<file path="src/rtl/rgb2hsv_seq_if.sv">
// Pixel stream bundle around the RGB->HSV converter: one input channel, one output channel.
// Handshake: a transfer happens on a rising clk edge where valid and ready are both 1; the
// sender holds data and valid stable until that edge, and ready never depends on valid.
interface rgb2hsv_seq_if;
    logic [23:0] tRGB;
    logic        in_valid;
    logic        in_ready;
    logic [23:0] tHSV;
    logic        out_valid;
    logic        out_ready;

    modport master (
        output tRGB, in_valid, out_ready,
        input  in_ready, tHSV, out_valid
    );

    modport slave (
        input  tRGB, in_valid, out_ready,
        output in_ready, tHSV, out_valid
    );
endinterface

</file>
<file path="src/rtl/rgb2hsv_seq.sv">
// Sequential RGB->HSV converter: one pixel in flight, a single shared 16-step restoring
// divider computes S and then H, giving a fixed 33-edge latency from accept to result.
module rgb2hsv_seq #(
    parameter int HUE_STEP = 43
) (
    input  logic           clk,
    input  logic           reset_n,
    rgb2hsv_seq_if.slave   px,
    output logic [2:0]     dbg_state_o
);
    typedef enum logic [2:0] {IDLE, PREP, DIV_S, DIV_H, DONE} state_t;

    localparam logic [7:0] BASE_G = 8'(2 * HUE_STEP - 1);
    localparam logic [7:0] BASE_B = 8'(4 * HUE_STEP - 1);

    state_t      state_q, state_d;
    logic [23:0] rgb_q, rgb_d;
    logic [7:0]  max_q, max_d;
    logic [7:0]  delta_q, delta_d;
    logic [1:0]  win_q, win_d;
    logic [8:0]  num_q, num_d;
    logic [7:0]  rem_q, rem_d;
    logic [15:0] quo_q, quo_d;
    logic [7:0]  dvs_q, dvs_d;
    logic [3:0]  cnt_q, cnt_d;
    logic [7:0]  s_q, s_d;
    logic [23:0] hsv_q, hsv_d;

    logic [7:0]  r, g, b, mx, mn;
    logic [1:0]  win;
    logic [8:0]  num, num_neg, rem_sh;
    logic [7:0]  num_abs, rem_step, base, h_raw;
    logic [15:0] quo_step;
    logic        ge;

    // Channel ordering on the captured pixel; ties resolve R over G over B.
    always_comb begin
        r = rgb_q[23:16];
        g = rgb_q[15:8];
        b = rgb_q[7:0];
        mx  = r;
        win = 2'd0;
        num = {1'b0, g} - {1'b0, b};
        if (g > mx) begin
            mx  = g;
            win = 2'd1;
            num = {1'b0, b} - {1'b0, r};
        end
        if (b > mx) begin
            mx  = b;
            win = 2'd2;
            num = {1'b0, r} - {1'b0, g};
        end
        mn = r;
        if (g < mn) mn = g;
        if (b < mn) mn = b;
    end

    // One restoring-division step: remainder is always below the divisor, so 8 bits hold it.
    always_comb begin
        rem_sh   = {rem_q, quo_q[15]};
        ge       = (rem_sh >= {1'b0, dvs_q});
        rem_step = ge ? 8'(rem_sh - {1'b0, dvs_q}) : rem_sh[7:0];
        quo_step = {quo_q[14:0], ge};
        num_neg  = ~num_q + 9'd1;
        num_abs  = num_q[8] ? num_neg[7:0] : num_q[7:0];
        case (win_q)
            2'd1:    base = BASE_G;
            2'd2:    base = BASE_B;
            default: base = 8'd0;
        endcase
        h_raw = num_q[8] ? (base - quo_step[7:0]) : (base + quo_step[7:0]);
    end

    always_comb begin
        state_d = state_q;
        rgb_d   = rgb_q;
        max_d   = max_q;
        delta_d = delta_q;
        win_d   = win_q;
        num_d   = num_q;
        rem_d   = rem_q;
        quo_d   = quo_q;
        dvs_d   = dvs_q;
        cnt_d   = cnt_q;
        s_d     = s_q;
        hsv_d   = hsv_q;
        case (state_q)
            IDLE: begin
                if (px.in_valid) begin
                    rgb_d   = px.tRGB;
                    state_d = PREP;
                end
            end
            PREP: begin
                max_d   = mx;
                delta_d = mx - mn;
                win_d   = win;
                num_d   = num;
                rem_d   = 8'd0;
                quo_d   = {mx - mn, 8'd0} - {8'd0, mx - mn};
                dvs_d   = mx;
                cnt_d   = 4'd0;
                state_d = DIV_S;
            end
            DIV_S: begin
                rem_d = rem_step;
                quo_d = quo_step;
                cnt_d = cnt_q + 4'd1;
                if (cnt_q == 4'd15) begin
                    // Guards only mask the result; the divider always runs its full 16 steps.
                    s_d     = (max_q == 8'd0) ? 8'd0 : quo_step[7:0];
                    rem_d   = 8'd0;
                    quo_d   = 16'(HUE_STEP) * {8'd0, num_abs};
                    dvs_d   = delta_q;
                    cnt_d   = 4'd0;
                    state_d = DIV_H;
                end
            end
            DIV_H: begin
                rem_d = rem_step;
                quo_d = quo_step;
                cnt_d = cnt_q + 4'd1;
                if (cnt_q == 4'd15) begin
                    hsv_d   = {(delta_q == 8'd0) ? 8'd0 : h_raw, s_q, max_q};
                    state_d = DONE;
                end
            end
            DONE: begin
                if (px.out_ready) state_d = IDLE;
            end
            default: state_d = IDLE;
        endcase
    end

    always_ff @(posedge clk or negedge reset_n) begin
        if (!reset_n) begin
            state_q <= IDLE;
            rgb_q   <= '0;
            max_q   <= '0;
            delta_q <= '0;
            win_q   <= '0;
            num_q   <= '0;
            rem_q   <= '0;
            quo_q   <= '0;
            dvs_q   <= '0;
            cnt_q   <= '0;
            s_q     <= '0;
            hsv_q   <= '0;
        end else begin
            state_q <= state_d;
            rgb_q   <= rgb_d;
            max_q   <= max_d;
            delta_q <= delta_d;
            win_q   <= win_d;
            num_q   <= num_d;
            rem_q   <= rem_d;
            quo_q   <= quo_d;
            dvs_q   <= dvs_d;
            cnt_q   <= cnt_d;
            s_q     <= s_d;
            hsv_q   <= hsv_d;
        end
    end

    assign px.in_ready  = (state_q == IDLE);
    assign px.out_valid = (state_q == DONE);
    assign px.tHSV      = hsv_q;
    assign dbg_state_o  = state_q;
endmodule

</file>
<file path="src/flat_wrapper.sv">
// flat-port wrapper written by rule: the top's interface ports become plain ports
module rgb2hsv_seq_flat 
#(
    parameter int HUE_STEP = 43
)
  (clk, reset_n, dbg_state_o, px_tRGB, px_in_valid, px_out_ready, px_in_ready, px_tHSV, px_out_valid);
  rgb2hsv_seq_if px_i ();
  input  logic clk;
  input  logic reset_n;
  output logic [2:0] dbg_state_o;
  input wire logic [$bits(px_i.tRGB)-1:0] px_tRGB;
  input wire logic [$bits(px_i.in_valid)-1:0] px_in_valid;
  input wire logic [$bits(px_i.out_ready)-1:0] px_out_ready;
  output wire logic [$bits(px_i.in_ready)-1:0] px_in_ready;
  output wire logic [$bits(px_i.tHSV)-1:0] px_tHSV;
  output wire logic [$bits(px_i.out_valid)-1:0] px_out_valid;
  assign px_i.tRGB = px_tRGB;
  assign px_i.in_valid = px_in_valid;
  assign px_i.out_ready = px_out_ready;
  assign px_in_ready = px_i.in_ready;
  assign px_tHSV = px_i.tHSV;
  assign px_out_valid = px_i.out_valid;
  rgb2hsv_seq #(.HUE_STEP(HUE_STEP)) u_core (.clk(clk), .reset_n(reset_n), .px(px_i), .dbg_state_o(dbg_state_o));
endmodule
</file>
<file path="config.mk">
export PLATFORM = sky130hd
export DESIGN_NAME = rgb2hsv_seq_flat
export DESIGN_NICKNAME = d
export VERILOG_FILES = /design/src/rtl/rgb2hsv_seq_if.sv /design/src/rtl/rgb2hsv_seq.sv /design/src/flat_wrapper.sv
export SDC_FILE = /design/constraint.sdc
export NUM_CORES = 1
export LEC_CHECK = 0
export ABC_AREA = 1
export ABC_CLOCK_PERIOD_IN_PS = 4980
export BUFFER_PORTS_ARGS = -buffer_cell sky130_fd_sc_hd__buf_2
export CORE_MARGIN = 5
export CORE_UTILIZATION = 56
export DETAILED_ROUTE_END_ITERATION = 7
export PLACE_DENSITY = 0.73
export SETUP_SLACK_MARGIN = 0.3
export SLEW_MARGIN = 20
export SYNTH_ARGS = -nofsm -noshare
export SYNTH_HDL_FRONTEND = slang
export SYNTH_SLANG_ARGS = --single-unit
</file>
<file path="constraint.sdc">
create_clock -name clk -period 4.98 [get_ports clk]
set_clock_uncertainty 0.15 [all_clocks]
set_input_delay 1.245 -clock clk [delete_from_list [all_inputs] [get_ports clk]]
set_output_delay 1.245 -clock clk [all_outputs]
set_load 0.01 [all_outputs]
</file>
# After elaboration in Yosys (flattened, before gate mapping)
# Index checks and enable logic that the tools add are counted.
# op_classes
addsub	10
n_bitwise	1
n_lt_le_gt_ge	5
n_eq_ne	11
multipliers	1
mux	27
n_reduce_logical	10
# ops
cell	count
$mux 8	11
$pmux 16 s3	1
$pmux 8 s2	2
$sub 8x8->9	3
$pmux 8 s3	1
$sub 8x8->8	3
$mux 9	2
$gt 8x8->1	2
$logic_not 8->1	2
$lt 8x8->1	2
$mux 16	1
$sub 16x8->16	1
$pmux 3 s5	1
$mul 6x8->14 const A	1
$mux 3	4
$pmux 4 s3	1
$ge 9x8->1	1
$add 8x1->8 const B	1
$add 8x8->8	1
$not 8->8	1
$reduce_and 2->1	4
$eq 3x2->1 const B	2
$add 4x1->4 const B	1
$eq 4x4->1 const B	1
other kinds (13)	15
# totals
output_inout_bits	29
input_bits	28
reg_bits	122
wordCells	77

# Logic depth before layout (Yosys ltp)
# logic_depth
word_depth	7
depth_mapped	40
depth_no_buf	39

# Worst setup path after synthesis
# OpenSTA, ideal clock, no wires.
# synth_timing
path_type	reg-to-reg
from	register u_core.rgb_q[14]
to	register u_core.quo_q[12]
setup_time_ns	0.121
path_stages_with_launch	38
t_arrival_ns	4.634
required_ns	4.709
synth_period_minus_slack_ns	4.906
slack_ns	0.074
n_path_buf	3
path_cell_list	dfrtp_1 > inv_1 > ha_1 > nand2_1 > nand2_1 > a21oi_2 > nand3_2 > buf_6 > buf_2 > nand2_1 > o21ai_0 > ha_1 > nand2_1 > o21ai_1 > nand2_1 > o211ai_1 > nand2_1 > inv_2 > (+2 left out) > o21ai_0 > ha_1 > a21oi_1 > nand2_1 > nand2_1 > nand2_1 > a21oi_1 > o21ai_0 > a21oi_1 > or2_1 > nand2_2 > inv_1 > nand3_2 > nand2_4 > nand2_4 > nand2_1 > nor2_1 > o22a_1
# synth_via
elab_chain_len	7
word_cells_on_any_way	11
classes_between	add/sub: 2; order compare: 4; mux: 5
# synth_lines
item	line	text
from (decl)	rgb2hsv_seq.sv:17	logic [23:0] rgb_q, rgb_d;
from (signal assigned)	rgb2hsv_seq.sv:152	rgb_q <= rgb_d;
$gt 8x8->1	rgb2hsv_seq.sv:44	if (g > mx) begin
$mux 8 *	rgb2hsv_seq.sv:44	
$gt 8x8->1	rgb2hsv_seq.sv:49	if (b > mx) begin
$mux 8 *	rgb2hsv_seq.sv:49	
net u_core.mx[2]	rgb2hsv_seq.sv:29	logic [7:0] r, g, b, mx, mn;
$sub 8x8->8 *	rgb2hsv_seq.sv:101	quo_d = {mx - mn, 8'd0} - {8'd0, mx - mn};
$sub 16x8->16 *	rgb2hsv_seq.sv:101	
$pmux 16 s3 *	rgb2hsv_seq.sv:88	case (state_q)
to (signal assigned)	rgb2hsv_seq.sv:158	quo_q <= quo_d;
to (decl)	rgb2hsv_seq.sv:23	logic [15:0] quo_q, quo_d;
# Mark *: on every way through the listed nets, which the timed path passes. The rest lies on a longest branch.
# A chain may end at the register's enable or synchronous reset.

# Worst setup path after layout
# layout_timing
from	register u_core.rgb_q[22]
to	register u_core.quo_q[5]
# layout_via
elab_chain_len	7
word_cells_on_any_way	11
classes_between	add/sub: 2; order compare: 4; mux: 5
# layout_lines
item	line
$gt 8x8->1 / $lt 8x8->1 (equally long branches)	rgb2hsv_seq.sv:44, rgb2hsv_seq.sv:55
$mux 8 (on tied branches)	rgb2hsv_seq.sv:44, rgb2hsv_seq.sv:55
$gt 8x8->1 / $lt 8x8->1 (equally long branches)	rgb2hsv_seq.sv:49, rgb2hsv_seq.sv:56
$mux 8 (on tied branches)	rgb2hsv_seq.sv:49, rgb2hsv_seq.sv:56
$sub 8x8->8 *	rgb2hsv_seq.sv:101
$sub 16x8->16 *	rgb2hsv_seq.sv:101
$pmux 16 s3 *	rgb2hsv_seq.sv:88
# Every way passes the cells marked *; elsewhere a longest branch is shown, timed or not.

==> run summary <==
Max_cap viols = 0
P&R area growth vs syn = 27.36%
Critical path launch point type = register
Yosys reg bits = 122
Cell count after synthesis = 1189
Antenna viol nets, final = 0
Hold Vio Cnt, Final = 0
Fin crit period = 4.808 ns
Vias = 8613
Tcrit/Tclk final = 96.55%
WP data required = 5.13 ns
Outcome = completed
Leading area contributor after synthesis = dfrtp_1
Final Wtd Congestion = 0.9041
Dpl ws = -0.07056 ns
Remaining global-route overflow = 0
RSZ-0062 raised after global routing = yes
CP max-delay cell = dfrtp_1
Crit path arrival time = 4.95 ns
Register area share after synthesis = 33.51%
Iteration-0 DRC Markers = 647
Syn_area_per_cell = 7.662 um2
CTS tree = built
Final instance area = 11600 um2
Root Driver = clkbuf_16
HP Class = reg -> reg
Final Max Tran Viols = 0
Actual slew at the worst max-slew pin = 0.8090 ns
Async set-or-reset flop fraction in the synthesized netlist = 100.0%
Post-synthesis net count = 1334
Cell Count, Final, Fillers Out = 1560
PnR worst setup slack = 0.1717 ns
Dpl cells = 1492
# H-tree levels = 4
Clk buf depth = 2
Die area = 18920 um2
Area contributors post-synth = dfrtp_1 (34%), ha_1 (14%), nand2_1 (8.5%)
Layout cells sized above 1 = 24.85%
Placed inst area = 10050 um2
CP Class = reg -> reg
Port bufs = 56
Slew headroom = 45.71%
Die H = 137.5 um
Starting Density = 57.14%
Worst skew pair latency = 0.43 ns
Number of synthesized flops with an enable pin = 0
Number of global-route vias before repair = 8306
Initial antenna violation count = 0
Total CTS buffers = 17
Final setup fails = 0
Post-synth cell types = 50
Main synth FF type = dfrtp_1
Drt wl/cell = 16.80 um
Boundary Pins = 57
Diode count = 0
Core area = 15940 um2
Die width = 137.5 um
Clock sink count = 122
Yosys top cell area share = 33.51%
Most frequent CP cell = nand2_1
Cell area after synthesis = 9110 um2
Rows = 46
Crit path largest cell delay = 0.40 ns
Routed wire length = 26210 um
Max Fclk = 208.0 MHz
Detailed-route DRC error count = 0
Commonest non-fill, non-tap cell in the layout = nand2_1
Yosys warns = 0
CP Capture Type = register
Post-DP HPWL = 18660 um
WHS = 0.3271 ns
Final net count = 1477
Reg clk slew, reported paths = 0.06 ns
Largest net degree at the start of global routing = 68
CP Max Fanout = 8
Most frequent cells in the layout = nand2_1 (186), inv_1 (171), dfrtp_1 (119)
Vias per cell = 5.521
Drt first pass iters = 6
Total global-route track usage = 28.24%
First-pass GRT wire length = 41470 um
## registers in the layout (all words and copies together) (netlist names)
| register | cells |
|---|---|
| u_core.quo_q | 16 |
| u_core.cnt_q | 4 |
| u_core.delta_q | 8 |
| u_core.dbg_state_o | 3 |
| u_core.s_q | 8 |
| u_core.max_q | 8 |
| u_core.dvs_q | 8 |
| u_core.win_q | 2 |
| u_core.rem_q | 8 |
| u_core.num_q | 9 |
| u_core.rgb_q | 24 |
| u_core.px.tHSV | 24 |
## cell families after synthesis
kind of cell | share of synthesized area [%]
XOR/XNOR | 2.692
flip-flops | 33.51
AO/OA/AOI/OAI | 18.17
adder cells (fa/ha/maj) | 17.31
buffers and inverters | 9.436
AND/OR/NAND/NOR | 18.88
## cell usage after synthesis, drive strengths merged, types with 3 or more instances
cell / n
nor3: 15
clkbuf: 21
o22ai: 19
o21bai: 3
clkinv: 3
or2: 6
a211oi: 3
o211ai: 5
o21ai: 146
nor2: 121
inv: 191
fa: 15
nand3: 31
ha: 102
o31ai: 6
a22oi: 3
o221ai: 3
xnor2: 9
buf: 10
o21a: 5
dfrtp: 122
nand2: 216
xor2: 19
a22o: 5
nand4: 8
a31oi: 5
a21oi: 82
## timing repair
action / in CTS / in global routing
gates cloned: 1 / 1
hold buffers: 0 / 0
pin swaps: 18 / 59
endpoints found under the setup margin: 15 / 17
buffers inserted: 18 / 17
resized for setup: 52 / 120
## layout make-up
type	instances	area (um2)
sequential	122	3057
fill	1193	4340
clock buffer	21	470.5
multi-input combinational	843	5879
inverter	194	733.2
timing repair buffer	154	1075
clock inverter	10	117.6
tap	216	270.3
## final timing paths
kind                              startpoint           endpoint  slack, ns  cells after the start
hold reg to reg            u_core.px.tHSV[8]  u_core.px.tHSV[8]       0.33                      2
setup / recovery            u_core.rgb_q[22]    u_core.quo_q[5]       0.17                     28
hold / removal             u_core.px.tHSV[8]  u_core.px.tHSV[8]       0.33                      2
min in group asynchronous            reset_n  u_core.px.tHSV[5]       0.71                      1
max in group asynchronous            reset_n    u_core.num_q[0]       3.12                      2
setup reg to reg            u_core.rgb_q[22]    u_core.quo_q[5]       0.17                     28
## stage by stage
stage / TNS [ns] / utilization, %
after floorplan: 0 / -
after global routing: -0.1750 / 72.78
after detailed placement: -0.3298 / 63.06
final: 0 / 72.78
after global placement: 0 / 63.06
after CTS: 0 / 68.73
## critical path: cells and delay by family, from the launching register on
| family | cells | cell delay, ns |
|---|---|---|
| flops | 1 | 0.40 |
| fa+ha+maj | 3 | 0.96 |
| buf+inv | 6 | 0.80 |
| xor+xnor | 1 | 0.18 |
| simple gates | 13 | 1.24 |
| compound gates | 5 | 0.92 |
## layer usage
metal / global-route usage (%) / vias up / wire length (um)
li1: - / 4219 / -
met3: 5.004 / 75 / 1582
met1: 36.34 / 4012 / 11140
met4: 12.75 / 0 / 1048
met5: 0 / - / 0
met2: 46.48 / 307 / 12430
Power is left out: the tool's default activity adds up to more than one toggle a clock period on the data nets, which glitch-free logic cannot reach.
